===== config.mk =====
export PLATFORM = sky130hd
export DESIGN_NAME = pe_out_drain
export DESIGN_NICKNAME = d
export VERILOG_FILES = /design/src/rtl/pe_drain_pkg.sv /design/src/rtl/pe_out_drain.sv
export SDC_FILE = /design/constraint.sdc
export NUM_CORES = 1
export LEC_CHECK = 0
export CAP_MARGIN = 20
export CORE_AREA = 4 4 168 170
export DETAILED_ROUTE_END_ITERATION = 10
export DIE_AREA = 0 0 172 174
export PLACE_DENSITY = 0.86
export SETUP_SLACK_MARGIN = 0.5
export SYNTH_ARGS = -nofsm -noshare
export SYNTH_HDL_FRONTEND = slang
export SYNTH_SLANG_ARGS = --single-unit

===== constraint.sdc =====
create_clock -name clk -period 6.1 [get_ports clk]
set_clock_uncertainty 0.15 [all_clocks]
set_input_delay 0.915 -clock clk [delete_from_list [all_inputs] [get_ports clk]]
set_output_delay 0.915 -clock clk [all_outputs]
set_load 0.005 [all_outputs]

===== src/rtl/pe_drain_pkg.sv =====
// rtl/pe_drain_pkg.sv - shared types, default sizes and counter widths for the PE output drain
package pe_drain_pkg;

    typedef enum logic [2:0] {
        IDLE,
        SEL,
        CAP,
        SEND,
        FIN
    } state_e;

    localparam int DEF_X_DIM      = 15;
    localparam int DEF_Y_DIM      = 15;
    localparam int DEF_DATA_WIDTH = 8;
    localparam int DEF_ADDR_WIDTH = 8;

    // Counter width that stays at least one bit for degenerate 1-row/1-column arrays
    function automatic int cnt_w(input int n);
        return (n > 1) ? $clog2(n) : 1;
    endfunction

    localparam int ROW_W = cnt_w(DEF_X_DIM);
    localparam int COL_W = cnt_w(DEF_Y_DIM);
    localparam int RES_W = 2 * DEF_DATA_WIDTH;

endpackage


===== src/rtl/pe_out_drain.sv =====
// rtl/pe_out_drain.sv - walks PE array columns, snapshots each column and streams it to the output buffer
module pe_out_drain
    import pe_drain_pkg::*;
#(
    parameter int X_DIM      = DEF_X_DIM,
    parameter int Y_DIM      = DEF_Y_DIM,
    parameter int DATA_WIDTH = DEF_DATA_WIDTH,
    parameter int ADDR_WIDTH = DEF_ADDR_WIDTH
) (
    input  logic                                 clk,
    input  logic                                 rst,
    input  logic                                 start,
    input  logic [ADDR_WIDTH-1:0]                base_addr,
    input  logic [X_DIM-1:0][2*DATA_WIDTH-1:0]   pe_out,
    output logic [Y_DIM-1:0]                     col_sel,
    output logic                                 buf_valid,
    input  logic                                 buf_ready,
    output logic [2*DATA_WIDTH-1:0]              buf_data,
    output logic [ADDR_WIDTH-1:0]                buf_addr,
    output logic                                 busy,
    output logic                                 done
);

    localparam int RW = cnt_w(X_DIM);
    localparam int CW = cnt_w(Y_DIM);
    localparam int DW = 2 * DATA_WIDTH;
    localparam logic [RW-1:0]    ROW_LAST = RW'(X_DIM - 1);
    localparam logic [CW-1:0]    COL_LAST = CW'(Y_DIM - 1);
    localparam logic [Y_DIM-1:0] SEL0     = Y_DIM'(1);

    state_e                  state_q, state_d;
    logic [RW-1:0]           row_q, row_d;
    logic [CW-1:0]           col_q, col_d;
    logic [Y_DIM-1:0]        col_sel_q, col_sel_d;
    logic                    valid_q, valid_d;
    logic [DW-1:0]           data_q, data_d;
    logic [ADDR_WIDTH-1:0]   addr_q, addr_d;
    logic                    busy_q, busy_d;
    logic                    done_q, done_d;
    logic [DW-1:0]           hold_q [X_DIM];

    logic [RW-1:0] row_inc;
    logic [CW-1:0] col_inc;
    logic          accept;

    assign row_inc = row_q + 1'b1;
    assign col_inc = col_q + 1'b1;
    assign accept  = valid_q && buf_ready;

    // The address is a running linear index, so base + col*X_DIM + row needs no multiplier
    always_comb begin
        state_d   = state_q;
        row_d     = row_q;
        col_d     = col_q;
        col_sel_d = col_sel_q;
        valid_d   = valid_q;
        data_d    = data_q;
        addr_d    = addr_q;
        busy_d    = busy_q;
        done_d    = 1'b0;
        case (state_q)
            IDLE: begin
                if (start) begin
                    state_d   = SEL;
                    row_d     = '0;
                    col_d     = '0;
                    addr_d    = base_addr;
                    col_sel_d = SEL0;
                    busy_d    = 1'b1;
                end
            end
            SEL: state_d = CAP;
            CAP: begin
                state_d = SEND;
                valid_d = 1'b1;
                data_d  = pe_out[0];
            end
            SEND: begin
                if (accept) begin
                    addr_d = addr_q + 1'b1;
                    if (row_q == ROW_LAST) begin
                        valid_d = 1'b0;
                        row_d   = '0;
                        if (col_q == COL_LAST) begin
                            state_d   = FIN;
                            col_sel_d = '0;
                            done_d    = 1'b1;
                        end else begin
                            state_d   = SEL;
                            col_d     = col_inc;
                            col_sel_d = SEL0 << col_inc;
                        end
                    end else begin
                        row_d  = row_inc;
                        data_d = hold_q[row_inc];
                    end
                end
            end
            FIN: begin
                state_d = IDLE;
                busy_d  = 1'b0;
            end
            default: state_d = IDLE;
        endcase
    end

    always_ff @(posedge clk or negedge rst) begin
        if (!rst) begin
            state_q   <= IDLE;
            row_q     <= '0;
            col_q     <= '0;
            col_sel_q <= '0;
            valid_q   <= 1'b0;
            data_q    <= '0;
            addr_q    <= '0;
            busy_q    <= 1'b0;
            done_q    <= 1'b0;
        end else begin
            state_q   <= state_d;
            row_q     <= row_d;
            col_q     <= col_d;
            col_sel_q <= col_sel_d;
            valid_q   <= valid_d;
            data_q    <= data_d;
            addr_q    <= addr_d;
            busy_q    <= busy_d;
            done_q    <= done_d;
        end
    end

    // Snapshot taken at the CAP exit edge; the array mux has had the whole SEL cycle to settle
    always_ff @(posedge clk or negedge rst) begin
        if (!rst) begin
            for (int i = 0; i < X_DIM; i++) hold_q[i] <= '0;
        end else if (state_q == CAP) begin
            for (int i = 0; i < X_DIM; i++) hold_q[i] <= pe_out[i];
        end
    end

    assign col_sel   = col_sel_q;
    assign buf_valid = valid_q;
    assign buf_data  = data_q;
    assign buf_addr  = addr_q;
    assign busy      = busy_q;
    assign done      = done_q;

endmodule

==> results of run 1 <==
==> flip-flops by register name, indices dropped and copies added, names as in the netlist <==
name and count:
hold_q 240, buf_data 16, col_sel 15, buf_addr 8, col_q 4, row_q 4, state_q 3, buf_valid 1
busy 1, done 1
==> layout make-up <==
class / instances / share of cell area, %
Timing Repair Buffer: 301 / 17.4
Clock buffer: 47 / 5.45
Sequential cell: 293 / 41.8
Multi-Input combinational cell: 1031 / 32.2
Tap cell: 341 / 2.43
Inverter: 6 / 0.128
Clock inverter: 8 / 0.571
==> power breakdown <==
part	internal, mW	switching, mW	total, mW
logic	1.58	1.63	3.21
clock network	1.16	0.776	1.93
registers	2.87	0.694	3.57
total	5.61	3.10	8.71
==> how the worst max path moves through the flow <==
stage,from,endpoint,cells past startpoint
2_1_floorplan,row_q[0]$_DFFE_PN0P_,buf_data[10]$_DFFE_PN0P_,10
3_3_place_gp,row_q[0]$_DFFE_PN0P_,buf_data[5]$_DFFE_PN0P_,5
3_5_place_dp,row_q[0]$_DFFE_PN0P_,buf_data[10]$_DFFE_PN0P_,5
4_1_cts,row_q[0]$_DFFE_PN0P_,buf_data[10]$_DFFE_PN0P_,5
5_1_grt,row_q[0]$_DFFE_PN0P_,buf_data[8]$_DFFE_PN0P_,5
6_report,row_q[0]$_DFFE_PN0P_,buf_data[6]$_DFFE_PN0P_,5
==> synthesized netlist by cell type (2+ instances only) <==
master | count | area, um^2
a21boi_0 | 6 | 45.0
a21boi_1 | 9 | 67.6
a21o_1 | 2 | 15.0
a21oi_1 | 21 | 105
a221oi_1 | 14 | 123
and2_1 | 2 | 12.5
and3_1 | 2 | 12.5
buf_2 | 60 | 300
buf_4 | 13 | 97.6
buf_6 | 2 | 22.5
clkbuf_1 | 9 | 33.8
dfrtp_1 | 293 | 7330
ha_1 | 9 | 113
inv_1 | 6 | 22.5
mux2_1 | 8 | 90.1
mux2_2 | 20 | 225
mux2i_1 | 4 | 40.0
mux4_2 | 48 | 1080
nand2_1 | 747 | 2800
nand2b_1 | 2 | 12.5
nand3_1 | 12 | 60.1
nand3b_1 | 3 | 22.5
nand4_1 | 3 | 18.8
nor2_1 | 23 | 86.3
nor3b_1 | 2 | 15.0
nor4_1 | 2 | 12.5
o21ai_0 | 20 | 100
o21ai_1 | 9 | 45.0
o22ai_1 | 21 | 131
o31ai_1 | 16 | 120
xor2_1 | 3 | 26.3
==> per-stage QoR <==
step / hold WS [ns] / utilization [%] / setup WS (ns) / area (um^2) / std cells
finish: 0.254 / 65.6 / 2.53 / 17500 / 2027
global route: 0.317 / 65.6 / 2.30 / 17500 / 2027
CTS: 0.304 / 65.5 / 2.53 / 17500 / 2026
detailed placement: 0.309 / 61.6 / 2.49 / 16500 / 1971
global placement: 0.302 / 61.6 / 2.64 / 16500 / 1971
floorplan: 0.290 / - / 3.30 / 13400 / 1415
==> metal layers <==
metal  up-vias  track usage, %
met4        10            7.50
met3        87            6.25
met2       541            43.0
met1      5553            35.5
met5         -               0
li1       5141               -
==> cells by family after synthesis <==
kind of cell | share of synthesized area [%]
adders and majority gates | 0.837
and+or+nand+nor | 23.3
xor gates and xnor gates | 0.261
muxes | 10.7
AOI/OAI and AO/OA | 6.76
buffers and inverters | 3.58
DFF | 54.5
==> results.md, run 1 <==
* Antenna violations before repair at 5
* Synth Net Count at between 1500 and 2000
* Core box area at roughly 27000 um^2
* Leak Pwr at 8.25 nW
* Crit-path max FO at between 60 and 70
* Port Buffers at between 200 and 300
* P&R area growth vs syn at 30.4%
* Boundary Pins at 294
* Most frequent cells in the layout: 747 x nand2_1, 292 x dfrtp_1, 292 x clkdlybuf4s50_1, 48 x mux4_2, 31 x clkbuf_16
* Die Height at 174 um
* CTS H-tree depth at 1
* Worst path arrival time at 3.87 ns
* Clk sinks at 293
* Status: finished clean
* HP Class: in -> async
* Most common cell after layout, fill and taps aside: nand2_1
* Antenna viol nets, final at 0
* Vias per cell at 5.59
* Slowest cell delay on critical path at 0.94 ns
* Global-route usage over all layers at 26.3%
* Overall power at 8.71 mW
* R2r endpoint: buf_data[6]$_DFFE_PN0P_
* Setup TNS at 0 ns
* Post-CTS Setup Inserts at 0
* Max Used Layer: met5
* Syn. warnings at 0
* WP data required at 6.40 ns
* Skew-Pair Late Insertion Delay at 0.55 ns
* Clock buffer depth at 3
* Worst Path Buf+Inv at 1
* Number of CTS-inserted buffers at 31
* Achievable Freq at 280 MHz
* Net count, final at 1925
* Root Buffer: clkbuf_16
* Wire length of the first global-routing pass at between 60000 and 70000 um
* Worst-path clk slew at 0.06 ns
* Syn Inst Count at 1415
* Flops & latches, synth at 293
* Reg2reg path depth at 5
* Slew Limit Headroom at approximately 25%
* Sequential Area at 7340 um^2
* TritonCTS clock tree: yes
* Critical path class: reg -> reg
* Main synth FF type: dfrtp_1
* Critical-path cell list: inv_1 > ha_4 > nor2b_1 > a221oi_1 > o31ai_1
* Die area at 29900 um^2
* DP Wirelength at 28200 um
* Site row count at 60
* Routed wire length at 40200 um
* Startpoint types: register
* Final number of hold-violating endpoints at 0
* R2r setup slk at 2.53 ns
* Die Width at 172 um
* Yosys cell types at 55
* Min cycle time layout at 3.57 ns
* VDD IR max at between 200 and 300 uV
* Layout cells sized above 1 at 8.48%
* Max Slew Vio Count at 0
* Largest net degree at the start of global routing at 243
* First drt pass iteration count at 8
* Worst Max-Slew Pin Slew at between 1 and 1.5 ns
* Mapped cell area at 13400 um^2
* Initial DRC Count at about 1200
* Met3 WL at roughly 3600 um
* Total number of vias at ~11000
* Sequential cell area fraction in the yosys report at a little over half
* Pwr per Cell Area at 496 nW/um^2
* # setup viols final at 0
* Routed length per placed instance at 19.9 um
* Gr ovfl total at 0
* Syn Area/Cell at 9.50 um^2
* Delay-heaviest family, CP: adder cells
* Hold buffer count at cts at 0
* Initial core utilization at 50.3%
* Post-synth ARST share at 100%
* Worst r2r src: row_q[0]$_DFFE_PN0P_
* M1 wire length at 15700 um
* Period utilization at 58.5%
* Area of the multi-input gates at 5650 um^2
* Vias in the first global route at 11500
* Max-Cap Viols at 0
* Layout fillers at 2007
* RD Place Congestion at 0.886
* CP Capture Type: register
* RSZ-0062 raised after global routing: no
* Post-CTS Resized at 0
* Post-synth EDFFs at 0
* Antenna cells at 0
* Met2 wire length at 19600 um
* Slowest-stage cell, CP: ha_4
* DRC at 0
No activity file was read; power rests on OpenSTA's default activity.
==> run 2, diff against run 1 <==
Settings changed: CORE_AREA 4 4 168 170 to 4 4 176 178, DIE_AREA 0 0 172 174 to 0 0 180 182, PLACE_DENSITY 0.86 to 0.83.
Clock period 6.1 ns to 3.2 ns, I/O delays scaled along.
==> run 2 against run 1 <==
Total power increased by 94%. Flip-flop and latch count unchanged. Combinational power increased by 97%. Critical path depth increased by 2. Non-clock buffer count increased by 19. Setup slack got worse by 1.9 ns. First-iteration DRC count increased by 1.4%. Wire length increased by 1.2%. Worst hold slack improved by 0.027 ns.
==> results.md, run 2 (synthesis results as in run 1) <==
* Status: finished clean
* Vias per cell at 5.43
* Placed insts at 2034
* Routed length per placed instance at 19.5 um
* Achievable Freq at 387 MHz
* Final hold slack at 0.281 ns
* CP Capture Type: register
* Post-Layout Cell Count at 2093
* Final number of hold-violating endpoints at 0
* Setup TNS at 0 ns
* Max reg flops at 240
* Global-route usage over all layers at 24.1%
* Crit-path max FO at 16
* First drt pass iteration count at 5
* Worst Max-Slew Pin Slew at approximately 0.71 ns
* Max-Cap Viols at 0
* Crit. Startpoint: row_q[0]$_DFFE_PN0P_
* Antenna viol nets, final at 0
* Gr ovfl total at 0
* Layout cells sized above 1 at 9.34%
* Root Buffer: clkbuf_16
* Period utilization at 80.7%
* Max Slew Vio Count at 0
* Slew Limit Headroom at 52.6%
* Hold Crit Start: pe_out[142]
* Clk sinks at 293
* Skew-Pair Late Insertion Delay at 0.58 ns
* TritonCTS clock tree: yes
* Die Width at 180 um
* Vias in the first global route at around 12000
* Final core occ at 60.8%
* Boundary Pins at 294
* DP Wirelength at 30400 um
* WP data required at 3.49 ns
* Startpoint types: register
* Overall power at approximately 17 mW
* Wire length of the first global-routing pass at 62900 um
* Most frequent cells in the layout: 747 x nand2_1, 292 x dfrtp_1, 292 x clkdlybuf4s50_1, 48 x mux4_2, 31 x clkbuf_16
* VDD IR max at between 500 and 600 uV
* Initial DRC Count at around 1200
* Most common cell after layout, fill and taps aside: nand2_1
* Core box area at 29400 um^2
* Layout fillers at 2364
* Worst-path clk slew at 0.06 ns
* Die Height at 182 um
* Port Buffers at 293
* P&R area growth vs syn at 32.8%
* HP Class: in -> reg
* Sequential Area at approximately 7300 um^2
* Leak Pwr at roughly 8.4 nW
* Critical path class: reg -> reg
* Number of CTS-inserted buffers at 31
* Largest Register: hold_q
* CTS H-tree depth at 1
* Site row count at 63
* Antenna cells at 0
* Net count, final at 1944
* Worst r2r src: row_q[0]$_DFFE_PN0P_
* Clock buffer depth at 3
* Antenna violations before repair at 1
* RSZ-0062 raised after global routing: yes
* Pwr per Cell Area at 947 nW/um^2
* Largest net degree at the start of global routing at 102
* Initial core utilization at 45.7%
* # setup viols final at 0
* DRC at 0
* Area of the multi-input gates at 5680 um^2
* Die area at 32800 um^2
* Total number of vias at 11366
* Min cycle time layout at 2.58 ns
* RD Place Congestion at 0.882
* Worst path arrival time at 2.87 ns
* Routed wire length at 40700 um
==> run 2: final cells by class <==
| cell class | count | share of cell area [%] |
|---|---|---|
| Tap cell | 390 | 2.73 |
| Clock inverter | 11 | 1.13 |
| Sequential cell | 293 | 41.1 |
| Timing Repair Buffer | 320 | 18.2 |
| Multi-Input combinational cell | 1031 | 31.8 |
| Clock buffer | 42 | 4.91 |
| Inverter | 6 | 0.126 |
==> run 2: where the power goes <==
part,internal (mW),switching (mW)
Clock,2.32,1.48
Combinational,3.19,3.14
Sequential,5.48,1.32
Total,11.0,5.94
==> run 2: worst max-delay path: stages, from the launching register on <==
cell and delay [ns]:
dfrtp_4 0.61, inv_1 0.13, ha_4 0.18, and3_1 0.21, nor3_4 0.46, nor2_2 0.28
a21boi_0 0.30, o31ai_1 0.11
==> run 2: final timing paths <==
kind | to | slack [ns] | cells past startpoint
min in group asynchronous | hold_q[46]$_DFFE_PN0N_ | 0.37 | 2
max reg2reg | buf_data[4]$_DFFE_PN0P_ | 0.62 | 7
max in group asynchronous | hold_q[58]$_DFFE_PN0N_ | 1.73 | 3
min reg2reg | hold_q[87]$_DFFE_PN0N_ | 0.32 | 2
max | buf_data[4]$_DFFE_PN0P_ | 0.62 | 7
min | hold_q[110]$_DFFE_PN0N_ | 0.28 | 3
==> run 2: layer usage <==
metal / wire length [um] / part of all wire, % / track usage, % / up-vias
li1: - / - / - / 5166
met1: 16000 / 39 / 32.2 / 5492
met2: 19200 / 47 / 39.1 / 596
met3: 3730 / 9.2 / 4.79 / 110
met4: 1830 / 4.5 / 9.36 / 2
met5: 7 / 0.017 / 0 / -
==> run 2: per-stage QoR <==
step | setup slack [ns] | instance area [um^2]
final | 0.619 | 17900
after floorplan | 0.583 | 13400
after CTS | 0.502 | 17800
after global placement | 0.391 | 16700
after global routing | 0.425 | 17900
after detailed placement | 0.333 | 16700
==> run 2: what timing repair did <==
action,CTS,global route
setup buffers,0,5
endpoints found under the hold margin,81,0
resized for setup,1,4
hold buffers,1,0
pin swaps,0,1
setup endpoints to repair,14,14
